[src/rtl/fp_wb_pkg.sv]
// Shared constants and types for the FP register file write path.
package fp_wb_pkg;
    localparam int FPREG_AW = 5;
    localparam int FPREG_DW = 32;
    localparam int FPREG_N  = 32;

    typedef logic [FPREG_AW-1:0] fpreg_addr_t;
endpackage

[src/rtl/fp_wb_arbiter_rr_arbiter.sv]
// Combinational round-robin picker: the first requester at or after ptr
// (wrapping modulo N) wins.
module rr_arbiter #(
    parameter int  N  = 3,
    localparam int PW = (N > 1) ? $clog2(N) : 1
) (
    input  logic [N-1:0]  req,
    input  logic [PW-1:0] ptr,
    input  logic          en,
    output logic [N-1:0]  grant,
    output logic [PW-1:0] idx
);
    // cand[k] is the requester examined at priority position k.
    logic [PW-1:0] cand [N];

    generate
        for (genvar gi = 0; gi < N; gi++) begin : g_cand
            assign cand[gi] = (int'(ptr) + gi >= N) ? PW'(int'(ptr) + gi - N)
                                                    : PW'(int'(ptr) + gi);
        end
    endgenerate

    always_comb begin
        grant = '0;
        idx   = '0;
        // Scan from lowest priority up so the highest-priority hit is kept.
        for (int k = N - 1; k >= 0; k--) begin
            if (req[cand[k]]) begin
                idx = cand[k];
            end
        end
        if (en && (|req)) begin
            grant[idx] = 1'b1;
        end
    end
endmodule

[src/rtl/fp_wb_arbiter.sv]
// Round-robin arbitration of NREQ result producers onto the single FP
// register file write port, with a one-cycle registered output stage.
import fp_wb_pkg::*;

module fp_wb_arbiter #(
    parameter int  NREQ = 3,
    parameter int  AW   = FPREG_AW,
    parameter int  DW   = FPREG_DW,
    localparam int PW   = $clog2(NREQ)
) (
    input  logic               clk,
    input  logic               reset,
    input  logic               hold,
    input  logic [NREQ-1:0]    req_valid,
    input  logic [NREQ*AW-1:0] req_addr,
    input  logic [NREQ*DW-1:0] req_data,
    output logic [NREQ-1:0]    req_ready,
    output logic               fwe,
    output logic [AW-1:0]      fwa3,
    output logic [DW-1:0]      fwd3,
    output logic [FPREG_N-1:0] pend_mask,
    output logic [PW-1:0]      rr_ptr
);
    logic [PW-1:0]   rr_ptr_reg;
    logic [PW-1:0]   rr_ptr_next;
    logic            fwe_reg;
    logic [AW-1:0]   fwa3_reg;
    logic [DW-1:0]   fwd3_reg;
    logic [NREQ-1:0] grant;
    logic [PW-1:0]   gidx;
    logic            xfer;
    logic [AW-1:0]   sel_addr;
    logic [DW-1:0]   sel_data;

    rr_arbiter #(.N(NREQ)) u_rr_arbiter (
        .req   (req_valid),
        .ptr   (rr_ptr_reg),
        .en    (~reset & ~hold),
        .grant (grant),
        .idx   (gidx)
    );

    assign req_ready   = grant;
    assign xfer        = |grant;
    assign sel_addr    = req_addr[int'(gidx)*AW +: AW];
    assign sel_data    = req_data[int'(gidx)*DW +: DW];
    assign rr_ptr_next = (int'(gidx) == NREQ - 1) ? '0 : gidx + 1'b1;

    always_ff @(posedge clk) begin
        if (reset) begin
            rr_ptr_reg <= '0;
            fwe_reg    <= 1'b0;
            fwa3_reg   <= '0;
            fwd3_reg   <= '0;
        end else begin
            // f0 is hardwired to zero, so its writes are accepted but never issued.
            fwe_reg <= xfer && (sel_addr != '0);
            if (xfer) begin
                rr_ptr_reg <= rr_ptr_next;
                fwa3_reg   <= sel_addr;
                fwd3_reg   <= sel_data;
            end
        end
    end

    // A write sitting in the output stage when reset arrives must not land.
    assign fwe    = fwe_reg & ~reset;
    assign fwa3   = fwa3_reg;
    assign fwd3   = fwd3_reg;
    assign rr_ptr = rr_ptr_reg;

    always_comb begin
        pend_mask = '0;
        if (fwe) begin
            pend_mask[fwa3_reg] = 1'b1;
        end
    end
endmodule

[config.mk]
export PLATFORM = sky130hd
export DESIGN_NAME = fp_wb_arbiter
export DESIGN_NICKNAME = d
export VERILOG_FILES = /design/src/rtl/fp_wb_pkg.sv /design/src/rtl/fp_wb_arbiter_rr_arbiter.sv /design/src/rtl/fp_wb_arbiter.sv
export SDC_FILE = /design/constraint.sdc
export NUM_CORES = 1
export LEC_CHECK = 0
export BUFFER_PORTS_ARGS = -buffer_cell sky130_fd_sc_hd__buf_2
export CAP_MARGIN = 15
export CORE_ASPECT_RATIO = 0.75
export CORE_MARGIN = 5
export CORE_UTILIZATION = 38
export DETAILED_ROUTE_END_ITERATION = 12
export GPL_TIMING_DRIVEN = 0
export PLACE_DENSITY = 0.79
export SLEW_MARGIN = 20
export SYNTH_ARGS = -nofsm -noshare
export SYNTH_HDL_FRONTEND = slang
export SYNTH_HIERARCHICAL = 1
export SYNTH_SLANG_ARGS = --single-unit
[constraint.sdc]
create_clock -name clk -period 2.5 [get_ports clk]
set_input_delay 0.25 -clock clk [delete_from_list [all_inputs] [get_ports clk]]
set_output_delay 0.25 -clock clk [all_outputs]
set_load 0.005 [all_outputs]
After elaboration in Yosys (flattened, before gate mapping)

Index checks and enable logic that the tools add are counted.

Register bits after elaboration: 40
Output and inout bits: 75
Logic and storage cells: 54

Bitwise operators: 4
Shifts and indexed selects: 2
Equality and inequality tests: 1
Multiplexer cells: 19
Add/sub/neg operators: 6
Magnitude comparators: 10
Multipliers: 1
Reductions and logical operators: 7

Operators by type and width:

| cell                                                                   | count |
|---|---|
| 96-bit by 8-bit variable part select with 32-bit output                | 1 |
| 32-bit two-way mux                                                     | 1 |
| 15-bit by 6-bit variable part select with 5-bit output                 | 1 |
| 2-bit two-way mux                                                      | 7 |
| 2-bit by 3-bit < comparator with 1-bit output (second input constant)  | 4 |
| 1-bit binary-select mux with 2-bit select                              | 3 |
| 3-bit by 2-bit >= comparator with 1-bit output (second input constant) | 2 |
| 5-bit by 6-bit < comparator with 1-bit output (second input constant)  | 1 |
| 3-bit OR reduction                                                     | 2 |
| 1-bit demux with 5-bit select                                          | 1 |
| 5-bit by 1-bit >= comparator with 1-bit output (second input constant) | 1 |
| 2-bit by 3-bit multiplier with 5-bit output (second input constant)    | 1 |
| 1-bit two-way mux                                                      | 5 |
| 5-bit nonzero test                                                     | 1 |
| 1-bit logical AND                                                      | 4 |
| 2-bit by 1-bit subtractor with 2-bit output (second input constant)    | 2 |
| 2-bit by 1-bit adder with 3-bit output (second input constant)         | 1 |
| 2-bit by 2-bit adder with 3-bit output (second input constant)         | 1 |
| 3-bit two-way mux                                                      | 1 |
| 2-bit by 1-bit adder with 2-bit output (second input constant)         | 1 |
| 1-bit AND                                                              | 2 |
| 1-bit demux with 2-bit select                                          | 1 |
| 2-bit equality test (second input constant)                            | 1 |
| 2-bit by 1-bit >= comparator with 1-bit output (second input constant) | 1 |
| 3 further kinds                                                        | 4 |

Depth between registers and ports, before layout

Gate-level depths: netlist (run 1).

Depth after elaboration: 15
Depth in mapped cells: 12
Depth with buffers taken out: 10

Cells and area by module

The synthesis (run 1) kept the hierarchy.

Modules (own cells, without submodules):

| module        | area each (um^2) | cells an instance | times used |
|---|---|---|---|
| fp_wb_arbiter | 2557.5           | 306               | 1 |
| rr_arbiter    | 241.5            | 29                | 1 |

Worst setup path after synthesis (run 1)

No wires, ideal clock.

Kind: reg-to-reg
From: register rr_ptr_reg[0] (netlist: rr_ptr[0])
To: register fwd3_reg[0] (netlist: fwd3[0])
Cell stages (with the launch flop): 11
Slack: -97 ps
Arrival time: 2523 ps
Clock period less this slack: 2597 ps
Setup time: 74 ps
Cells stage by stage: dfxtp_1 -> inv_1 -> ha_1 -> nor3b_1 -> o311a_4 -> a211oi_1 -> or3_4 -> buf_6 -> clkbuf_1 -> nor2_1 -> nor3_2

Longest elaborated chain between the ends: 14
Elaborated cells between the ends (all ways): 28
Those cells by class: 5 x add/sub; 5 x order compare; 1 x shift; 15 x mux; 2 x reduce/logical

RTL lines:

| what                                                                                                                                  | RTL line                       | RTL |
|---|---|---|
| start: declaration                                                                                                                    | fp_wb_arbiter.sv:24            | `logic [PW-1:0] rr_ptr_reg;` |
| start signal: assignment                                                                                                              | fp_wb_arbiter.sv:59            | `rr_ptr_reg <= rr_ptr_next;` |
| 2-bit by 2-bit adder with 3-bit output                                                                                                | fp_wb_arbiter_rr_arbiter.sv:18 | `assign cand[gi] = (int'(ptr) + gi >= N) ? PW'(int'(ptr) + gi - N)` |
| 3-bit by 2-bit >= comparator with 1-bit output or 2-bit by 1-bit subtractor with 2-bit output (tied branches)                         | fp_wb_arbiter_rr_arbiter.sv:18 |  |
| 2-bit two-way mux                                                                                                                     | fp_wb_arbiter_rr_arbiter.sv:18 |  |
| 1-bit binary-select mux with 2-bit select                                                                                             | fp_wb_arbiter_rr_arbiter.sv:28 | `if (req[cand[k]]) begin` |
| 1-bit two-way mux (implied by the code)                                                                                               | fp_wb_arbiter_rr_arbiter.sv:28 |  |
| 2-bit two-way mux (2 in series)                                                                                                       | fp_wb_arbiter_rr_arbiter.sv:28 |  |
| 2-bit two-way mux (*)                                                                                                                 | fp_wb_arbiter_rr_arbiter.sv:28 |  |
| net gidx[1]                                                                                                                           | fp_wb_arbiter.sv:30            | `logic [PW-1:0] gidx;` |
| 2-bit by 3-bit < comparator with 1-bit output (implied by the code) or 2-bit by 1-bit >= comparator with 1-bit output (tied branches) | fp_wb_arbiter_rr_arbiter.sv:33 | `grant[idx] = 1'b1;` |
| 1-bit logical AND (implied by the code)                                                                                               | fp_wb_arbiter_rr_arbiter.sv:33 |  |
| 1-bit two-way mux (implied by the code)                                                                                               | fp_wb_arbiter_rr_arbiter.sv:33 |  |
| 1-bit demux with 2-bit select (*)                                                                                                     | n/a                            |  |
| 3-bit two-way mux (*)                                                                                                                 | fp_wb_arbiter_rr_arbiter.sv:32 | `if (en && (\|req)) begin` |
| net req_ready[1]                                                                                                                      | fp_wb_arbiter.sv:17            | `output logic [NREQ-1:0] req_ready,` |
| 3-bit OR reduction (*)                                                                                                                | fp_wb_arbiter.sv:44            | `assign xfer = \|grant;` |
| end signal: assignment                                                                                                                | fp_wb_arbiter.sv:61            | `fwd3_reg <= sel_data;` |
| end: declaration                                                                                                                      | fp_wb_arbiter.sv:28            | `logic [DW-1:0] fwd3_reg;` |

The timed path passes the listed nets; every way through them passes the cells marked *. The select of a mux whose other input is x is not followed.
A chain may end at the register's enable or synchronous reset.

Worst setup path after layout (run 1)

From: register rr_ptr_reg[1] (netlist: rr_ptr[1])
To: register rr_ptr_reg[0] (netlist: rr_ptr[0])

Longest elaborated chain between the ends: 14
Elaborated cells between the ends (all ways): 30
Those cells by class: 6 x add/sub; 5 x order compare; 1 x eq/ne; 16 x mux; 2 x reduce/logical

RTL lines:

| what                                                                                                                                  | RTL line |
|---|---|
| 2-bit by 2-bit adder with 3-bit output                                                                                                | fp_wb_arbiter_rr_arbiter.sv:18 |
| 3-bit by 2-bit >= comparator with 1-bit output or 2-bit by 1-bit subtractor with 2-bit output (tied branches)                         | fp_wb_arbiter_rr_arbiter.sv:18 |
| 2-bit two-way mux                                                                                                                     | fp_wb_arbiter_rr_arbiter.sv:18 |
| 1-bit binary-select mux with 2-bit select                                                                                             | fp_wb_arbiter_rr_arbiter.sv:28 |
| 1-bit two-way mux (implied by the code)                                                                                               | fp_wb_arbiter_rr_arbiter.sv:28 |
| 2-bit two-way mux (2 in series)                                                                                                       | fp_wb_arbiter_rr_arbiter.sv:28 |
| 2-bit two-way mux (*)                                                                                                                 | fp_wb_arbiter_rr_arbiter.sv:28 |
| 2-bit by 3-bit < comparator with 1-bit output (implied by the code) or 2-bit by 1-bit >= comparator with 1-bit output (tied branches) | fp_wb_arbiter_rr_arbiter.sv:33 |
| 1-bit logical AND (implied by the code)                                                                                               | fp_wb_arbiter_rr_arbiter.sv:33 |
| 1-bit two-way mux (implied by the code)                                                                                               | fp_wb_arbiter_rr_arbiter.sv:33 |
| 1-bit demux with 2-bit select                                                                                                         | n/a |
| 3-bit two-way mux                                                                                                                     | fp_wb_arbiter_rr_arbiter.sv:32 |
| 3-bit OR reduction                                                                                                                    | fp_wb_arbiter.sv:44 |

Every way passes the cells marked *; elsewhere a longest branch is shown, timed or not. The select of a mux whose other input is x is not followed.

==> flow_metrics.env, run 1 <==
export IMPL_worst_slack_ps=-129.3
export IMPL_pin_count=192
export IMPL_post_synth_top_count_cell="nor2_1"
export IMPL_powerDensity_mw_per_mm2=820.8
export IMPL_finalMaxSlewViolations=0
export IMPL_port_buffers=190
export IMPL_p_total_mw=3.896
export IMPL_syn_area_per_cell_um2=8.355
export IMPL_ys_seq_area_share_pct=28.61
export IMPL_initialDrtViolationCount=141
export IMPL_root_buffer="clkbuf_8"
export IMPL_start_util_pct=38.54
export IMPL_largest_register_ffs=32
export IMPL_arrival_ps=2800
export IMPL_overflow=0
export IMPL_synth_warnings=6
export IMPL_first_pass_iters=4
export IMPL_max_cap_violations=0
export IMPL_synth_cell_types=41
export IMPL_hold_class="input port to register"
export IMPL_cts_hold_buf=0
export IMPL_drive_gt1_share_pct=61.68
export IMPL_ys_top_cells_by_count="81 x nor2_1, 40 x dfxtp_1, 31 x mux2i_1"
export IMPL_clk_latency_ps=290
export IMPL_die_area_mm2=0.009200
export IMPL_syn_area_mm2=0.002799
export IMPL_synth_net_count=455
export IMPL_numCtsBuffers=5
export IMPL_hold_violations=0
export IMPL_netlist_area_leader_share_pct=28.61
export IMPL_grt_max_degree=13
export IMPL_core_area_mm2=0.007263
export IMPL_slew_limit_headroom_pct=52.00
export IMPL_syn2layout_area_growth_pct=69.60
export IMPL_violations="setup timing"
export IMPL_routed_via_density=5.054
export IMPL_post_route_drc_count=0
export IMPL_cts_path_max_buffers=2
export IMPL_grt_pass1_vias=3261
export IMPL_clock_sinks=40
export IMPL_required_ps=2670
export IMPL_status="complete, but fails checks"
export IMPL_rsz0062_at_grt="true"
export IMPL_timing_fmax_mhz=380.3
export IMPL_routabilityCongestion=0.8905
export IMPL_async_flop_share_pct=0
export IMPL_rows=27
export IMPL_hpwl_um=7722
export IMPL_finalWirelength_um=10760
export IMPL_synth_edf_count=0
export IMPL_synth_area_leaders="dfxtp_1 29%, mux2i_1 11%, nor2_1 11%"
export IMPL_synth_cells=335
export IMPL_num_antenna_cells=0
export IMPL_grt_pass1_wl_um=15310
export IMPL_fin_crit_sh_pct=105.2
export IMPL_vias=3346
export IMPL_worstMarginPinSlew_ps=713.9
export IMPL_crit_path_end_kind="register"
export IMPL_critPathMaxFanout=8
export IMPL_reg2reg_slack_ps=-130
export IMPL_ir_drop_mv=0.4045
export IMPL_critPathKind="register to register"
export IMPL_die_h_um=84.33
export IMPL_leakage_nw=2.102
export IMPL_fin_nets=681
export IMPL_period_minus_slack_ps=2629
export IMPL_yosys_area_top_type="dfxtp_1"
export IMPL_synth_ff_type="dfxtp_1"
export IMPL_final_antenna_net_count=0
export IMPL_finalSetupTns_ps=-2482
export IMPL_antenna_found_initial=0
export IMPL_crit_path_start_kind="register"
export IMPL_fin_util_pct=65.36
export IMPL_die_w_um=109.1
export IMPL_setup_violations=39
export IMPL_cts_htree_levels=2
export IMPL_yosys_register_bits=40
export IMPL_fin_worst_skew_ps=18.87
export IMPL_grtUsageTotal_pct=20.26
export IMPL_cts_tree="done"
export IMPL_wire_per_inst_um=16.26
export IMPL_path_clk_slew_ps=90
==> cells by family after synthesis <==
| kind of cell | Yosys count | synth area share, % |
|---|---|---|
| simple gates | 167 | 31.43 |
| compound gates | 61 | 19.94 |
| fa+ha+maj | 3 | 1.341 |
| mux | 31 | 11.09 |
| flops | 40 | 28.61 |
| buf+inv | 33 | 7.599 |
==> path summary, 6_finish.rpt <==
path / to / from / cells past startpoint
max: rr_ptr[0] / rr_ptr[1] / 14
min: fwe_reg / reset / 2
max reg2reg: rr_ptr[0] / rr_ptr[1] / 14
min reg2reg: fwd3[12] / fwd3[12] / 2
==> metal layers <==
layer  wire length (um)  vias to the layer above  track usage, %
li1                   -                     1635               -
met1               4532                     1589           24.44
met2               5526                      110           37.35
met3                555                       12           3.459
met4                148                        0           4.128
met5                  0                        -               0
==> through the flow <==
stage / area (um^2) / hold WS [ps] / instances / setup slack (ps)
2_1_floorplan: 2816 / 386.0 / 335 / 27.29
3_3_place_gp: 3894 / 445.1 / 626 / -105.6
3_5_place_dp: 3894 / 453.6 / 626 / -210.4
4_1_cts: 4255 / 145.4 / 645 / -54.52
5_1_grt: 4747 / 131.3 / 662 / -191.4
6_report: 4747 / 143.2 / 662 / -129.3
==> layout make-up <==
type	instances	area [um^2]
plain buffers	29	297.8
clock buffers	5	68.82
clock inverters	2	12.51
fillers	640	2516
inverters	3	11.26
multi-input cells	262	2116
flip-flops and latches	40	808.3
well taps	101	126.4
repair buffers	220	1306
==> cell usage in the layout (no fill, tap or decap), drive strengths merged <==
cell type	n
a211oi	28
nand2	19
nor2b	4
a21oi	15
nand3	4
o211ai	1
and2	1
nor4	1
and3	8
clkinv	1
clkinvlp	1
or3	2
nor3	27
clkbuf	18
buf	236
nor2	88
o31ai	1
inv	3
ha	3
o21ai	1
o2111ai	1
dfxtp	40
nand2b	2
a221oi	7
o2bb2ai	4
or3b	3
mux2i	31
o311a	1
nor3b	1
a21o	2
nand3b	6
nor4bb	1
==> report_power, final <==
part           total [mW]  switching (mW)  internal, mW
clock               0.421           0.232         0.189
sequential          0.919           0.109         0.811
combinational        2.56            1.32          1.23
total                3.90            1.66          2.23
==> critical path, stage by stage (launching register included) <==
cell	delay, ps
dfxtp_4	370
inv_1	100
ha_4	190
mux2i_1	220
o21ai_1	130
o2111ai_4	280
nor4bb_4	290
buf_4	170
nor3_4	40
buf_12	130
buf_8	130
buf_12	140
buf_8	130
a21oi_2	110
nor2_1	60
==> what timing repair did <==
item	in CTS	in global routing
buffers inserted	11	14
pin swaps	18	21
gates resized for setup	45	67
gates cloned	2	3
setup endpoints to repair	40	40
Power figures use the tool's default switching activity.
==> run 2: changes to the inputs <==
--- a/config.mk
+++ b/config.mk
@@ -13,6 +13,7 @@
 export DETAILED_ROUTE_END_ITERATION = 12
 export GPL_TIMING_DRIVEN = 0
 export PLACE_DENSITY = 0.79
+export SKIP_LAST_GASP = 1
 export SLEW_MARGIN = 20
 export SYNTH_ARGS = -nofsm -noshare
 export SYNTH_HDL_FRONTEND = slang
==> run 2 against run 1 <==
  * The run still ends with setup timing left
  * Critical path depth is 3 lower
  * Via count is 2.4% lower
  * Core utilization is 4.1 points lower
  * Sequential power is 0.5% lower
  * Largest cell class unchanged
  * Largest power group unchanged
  * Highest routed layer unchanged
==> flow_metrics.env, run 2 (same netlist as run 1, synthesis figures left out) <==
export IMPL_status="complete, but fails checks"
export IMPL_violations="setup timing"
export IMPL_rsz0062_at_grt="true"
export IMPL_crit_path_end_kind="register"
export IMPL_overflow=0
export IMPL_ir_drop_mv=0.3671
export IMPL_seq_area_um2=808.3
export IMPL_final_common_cell="buf_2"
export IMPL_hpwl_um=7722
export IMPL_timing_fmax_mhz=379.2
export IMPL_routabilityCongestion=0.8905
export IMPL_rr_worst_depth=11
export IMPL_slew_limit_headroom_pct=49.72
export IMPL_wire_per_inst_um=15.34
export IMPL_worstReg2RegStart="rr_ptr[1]"
export IMPL_grt_pass1_vias=3254
export IMPL_port_buffers=190
export IMPL_cp_slowest_stage_delay_ps=440
export IMPL_pin_count=192
export IMPL_reg2reg_slack_ps=-140
export IMPL_drive_gt1_share_pct=58.74
export IMPL_numCtsBuffers=5
export IMPL_critPathMostFrequentCell="and3_4"
export IMPL_critPathMaxFanout=5
export IMPL_vias=3265
export IMPL_required_ps=2660
export IMPL_first_pass_iters=4
export IMPL_finalMaxSlewViolations=0
export IMPL_fin_worst_skew_ps=13.46
export IMPL_num_antenna_cells=0
export IMPL_rows=27
export IMPL_cts_htree_levels=2
export IMPL_routed_via_density=4.977
export IMPL_initialDrtViolationCount=163
export IMPL_crit_path_end="fwd3[7]"
export IMPL_final_antenna_net_count=0
export IMPL_fin_cells=656
export IMPL_grtUsageTotal_pct=20.23
export IMPL_hold_violations=0
export IMPL_root_buffer="clkbuf_8"
export IMPL_crit_path_start="rr_ptr[1]"
export IMPL_die_area_mm2=0.009200
export IMPL_die_w_um=109.1
export IMPL_n_fill_cell=674
export IMPL_clock_sinks=40
export IMPL_fin_nets=675
export IMPL_cts_tree="done"
export IMPL_crit_chain="buf_12 -> ha_4 -> buf_4 -> o21ai_1 -> o2111ai_4 -> and3_4 -> or3_4 -> buf_16 -> and3_4 -> a221oi_2 -> a21oi_1"
export IMPL_max_cap_violations=0
export IMPL_cts_path_max_buffers=2
export IMPL_path_clk_slew_ps=80
export IMPL_core_area_mm2=0.007263
export IMPL_arrival_ps=2800
export IMPL_final_cell_mix="192 x buf_2, 71 x nor2_1, 38 x dfxtp_1, 29 x mux2i_1, 25 x buf_4"
export IMPL_largest_register_ffs=32
export IMPL_min_path_cells=2
export IMPL_finalSetupTns_ps=-1666
export IMPL_cts_hold_buf=0
export IMPL_worstMarginPinSlew_ps=747.9
export IMPL_antenna_found_initial=0
export IMPL_dpl_instance_area_mm2=0.003894
export IMPL_grt_pass1_wl_um=15280
export IMPL_powerDensity_mw_per_mm2=795.2
export IMPL_start_util_pct=38.54
export IMPL_finalWirelength_um=10060
export IMPL_fin_crit_sh_pct=105.5
export IMPL_hold_class="input port to register"
export IMPL_critical_path_slowest_cell="or3_4"
export IMPL_numPlacedInstances=626
export IMPL_finalInstanceArea_mm2=0.004448
export IMPL_leakage_nw=2.015
export IMPL_worst_slack_ps=-137.0
export IMPL_post_route_drc_count=0
export IMPL_setup_violations=38
export IMPL_grt_max_degree=13
export IMPL_critPathKind="register to register"
export IMPL_multi_input_area_mm2=0.001991
export IMPL_crit_path_start_kind="register"
export IMPL_syn2layout_area_growth_pct=58.92
export IMPL_period_minus_slack_ps=2637
export IMPL_clk_latency_ps=280
export IMPL_die_h_um=84.33
export IMPL_worstReg2RegEnd="fwd3[7]"
-- run 2: cell count changes in the layout (fill, tap and decap cells not counted), moves of 2 or more --
cell | before | now
a21oi_2 | 4 | 2
a211oi_4 | 10 | 3
nand2_1 | 14 | 18
a21oi_1 | 11 | 13
a211oi_1 | 1 | 8
nand2_2 | 4 | 0
clkbuf_16 | 3 | 0
buf_12 | 7 | 2
buf_8 | 6 | 4
buf_4 | 22 | 25
-- run 2: report_power, final --
part | internal [mW] | switching (mW) | total, mW
combinational | 1.04 | 1.17 | 2.21
sequential | 0.811 | 0.104 | 0.914
clock | 0.189 | 0.223 | 0.412
total | 2.04 | 1.50 | 3.54
-- run 2: per-layer routing --
layer | up-vias | track usage, % | routed length (um)
li1 | 1618 | - | -
met1 | 1532 | 24.44 | 4255
met2 | 107 | 37.40 | 5079
met3 | 8 | 3.459 | 639
met4 | 0 | 3.784 | 91
met5 | - | 0 | 0
-- run 2: area by class of cell --
cell class	count	area share (%)
tap	101	2.841
sequential	40	18.17
clock inverter	2	0.2813
buffer	29	5.795
timing repair buffer	214	26.36
clock buffer	5	1.547
multi-input combinational	262	44.75
inverter	3	0.2532
-- run 2: stage by stage --
stage	utilization, %	hold WS [ps]	power [mW]	setup slack, ps
finish	61.24	153.9	3.537	-137.0
global route	61.24	136.1	3.795	-221.9
CTS	58.45	145.4	3.342	-54.52
detailed placement	53.61	453.6	2.703	-210.4
global placement	53.61	445.1	2.645	-105.6
floorplan	-	386.0	2.139	27.29
-- run 2: worst min path at each step --
stage	to	slack [ps]	start
floorplan	fwd3[10]	390	req_data[42]
global placement	fwe_reg	450	reset
detailed placement	fwe_reg	450	reset
CTS	fwe_reg	150	reset
global route	fwe_reg	140	reset
finish	fwe_reg	150	reset
-- run 2: worst max-delay path: cells and delay by family (launching register included) --
family	cells	cell delay, ps
AND/OR/NAND/NOR	3	800
buffers and inverters	3	430
flip-flops	1	370
adder cells (fa/ha/maj)	1	230
AO/OA/AOI/OAI	4	690
-- run 2: timing repair --
action / 4_1_cts / 5_1_grt
resized for setup: 42 / 32
endpoints found under the hold margin: 0 / 0
gates cloned: 2 / 0
pin swaps: 18 / 17
buffers inserted: 11 / 12
setup endpoints to repair: 40 / 40
==> run 3: changes to the inputs <==
--- a/config.mk
+++ b/config.mk
@@ -7,7 +7,6 @@
 export LEC_CHECK = 0
 export BUFFER_PORTS_ARGS = -buffer_cell sky130_fd_sc_hd__buf_2
 export CAP_MARGIN = 15
-export CORE_ASPECT_RATIO = 0.75
 export CORE_MARGIN = 5
 export CORE_UTILIZATION = 38
 export DETAILED_ROUTE_END_ITERATION = 12
@@ -19,3 +18,4 @@
 export SYNTH_HDL_FRONTEND = slang
 export SYNTH_HIERARCHICAL = 1
 export SYNTH_SLANG_ARGS = --single-unit
+export TNS_END_PERCENT = 20
==> run 3 against run 2 <==
  * The run now ends clean
  * Final cell count shrank 2.1%
  * Global-route usage shrank 0.64 points
  * Combinational power shrank 12%
  * Via count shrank 1.7%
  * Power shrank 4.0%
  * Critical path depth shrank 1
  * Sequential share of layout area grew 0.97 points
  * Flip-flop and latch count is the same
  * Clock skew shrank 1.7 ps
  * Cell area shrank 5.1%
  * Sequential power grew 0.7%
  * Largest power group unchanged
  * Highest routed layer is now met5
==> flow_metrics.env, run 3 (same netlist as run 1, synthesis figures left out) <==
export IMPL_routed_via_density=5.002
export IMPL_fin_worst_skew_ps=11.72
export IMPL_largest_register_ffs=32
export IMPL_finalMaxSlewViolations=0
export IMPL_p_total_mw=3.396
export IMPL_syn2layout_area_growth_pct=50.83
export IMPL_overflow=0
export IMPL_die_area_mm2=0.009182
export IMPL_rows=31
export IMPL_die_w_um=95.83
export IMPL_initialDrtViolationCount=61
export IMPL_path_buf_inv=2
export IMPL_rsz0062_at_grt="true"
export IMPL_start_util_pct=38.80
export IMPL_status="complete, no violations"
export IMPL_hold_violations=0
export IMPL_clock_sinks=40
export IMPL_grt_max_degree=14
export IMPL_setup_violations=0
export IMPL_cp_top_family="simple AND/OR/NAND/NOR gates"
export IMPL_hold_class="input port to register"
export IMPL_cts_tree="done"
export IMPL_finalWirelength_um=9677
export IMPL_leakage_nw=1.937
export IMPL_critical_path_slowest_cell="or3_4"
export IMPL_powerDensity_mw_per_mm2=804.4
export IMPL_holdWs_ps=157.5
export IMPL_timing_fmax_mhz=400.9
export IMPL_die_h_um=95.83
export IMPL_ir_drop_mv=0.4459
export IMPL_max_cap_violations=0
export IMPL_grt_pass1_vias=3128
export IMPL_clk_latency_ps=290
export IMPL_required_ps=2650
export IMPL_critPathKind="register to register"
export IMPL_reg2reg_slack_ps=5
export IMPL_final_common_cell="buf_2"
export IMPL_fin_crit_sh_pct=99.78
export IMPL_pin_count=192
export IMPL_grtUsageTotal_pct=19.58
export IMPL_post_route_drc_count=0
export IMPL_cp_slowest_stage_delay_ps=420
export IMPL_cts_path_max_buffers=2
export IMPL_critPathMaxFanout=7
export IMPL_core_area_mm2=0.007214
export IMPL_final_cell_mix="195 x buf_2, 81 x nor2_1, 38 x dfxtp_1, 30 x mux2i_1, 18 x nand2_1"
export IMPL_first_pass_iters=4
export IMPL_worstMarginPinSlew_ps=598.1
export IMPL_arrival_ps=2640
export IMPL_root_buffer="clkbuf_8"
export IMPL_vias=3211
export IMPL_drive_gt1_share_pct=53.51
export IMPL_path_clk_slew_ps=90
export IMPL_period_minus_slack_ps=2495
export IMPL_numCtsBuffers=5
export IMPL_cts_htree_levels=2
export IMPL_crit_path_start_kind="register"
export IMPL_fin_nets=661
export IMPL_routabilityCongestion=0.7493
export IMPL_hpwl_um=7830
export IMPL_port_buffers=190
export IMPL_crit_chain="inv_4 -> ha_4 -> nor3b_4 -> o311a_4 -> and3_4 -> or3_4 -> buf_6 -> and3_1 -> a221oi_2 -> a21oi_1"
export IMPL_grt_pass1_wl_um=14220
export IMPL_antenna_found_initial=2
export IMPL_slew_limit_headroom_pct=60.13
export IMPL_crit_path_end_kind="register"
export IMPL_wire_per_inst_um=15.07
export IMPL_final_antenna_net_count=0
## run 3: layout make-up
cell class,count,area [um^2]
Fill cell,705,2993
Buffer,29,209.0
Multi-Input combinational cell,262,1892
Timing Repair Buffer,200,1059
Clock inverter,3,42.54
Inverter,3,16.27
Tap cell,99,123.9
Clock buffer,5,68.82
Sequential cell,40,808.3
Antenna cell,1,2.502
## run 3: metal layers
layer,GRT usage [%],share of wire [%]
met1,21.92,38
met5,0,0.072
met4,4.028,1.3
met3,4.535,7.2
met2,37.41,53
## run 3: metrics by stage
| stage | setup TNS [ps] | instances | cell area, um^2 | setup WS (ps) | utilization (%) |
|---|---|---|---|---|---|
| floorplan | 0 | 335 | 2816 | 27.29 | - |
| global placement | -2893 | 624 | 3891 | -127.1 | 53.94 |
| detailed placement | -6647 | 624 | 3891 | -233.9 | 53.94 |
| CTS | -36.25 | 635 | 4084 | -12.90 | 56.61 |
| global route | -2141 | 642 | 4222 | -129.7 | 58.52 |
| finish | 0 | 642 | 4222 | 5.487 | 58.52 |
## run 3: path summary, 6_finish.rpt
kind,from,endpoint,cells past startpoint
max,rr_ptr[0],fwd3[22],10
min reg2reg,fwd3[24],fwd3[24],2
max reg2reg,rr_ptr[0],fwd3[22],10
min,reset,fwe_reg,2
## run 3: what timing repair did
item	in CTS	in global routing
setup buffers	3	6
pin swaps	10	16
setup endpoints to repair	40	41
hold buffers	0	0
gates cloned	1	0
gates resized for setup	22	12
## run 3: worst reg2reg max path, stage by stage, from the launching register on
cell      delay (ps)
dfxtp_4          390
inv_4             50
ha_4             240
nor3b_4          160
o311a_4          340
and3_4           190
or3_4            420
buf_6            140
and3_1           160
a221oi_2         170
a21oi_1           90
## run 3: report_power, final
part	internal, mW	switching, mW
Clock	0.296	0.234
Sequential	0.811	0.109
Combinational	0.890	1.06
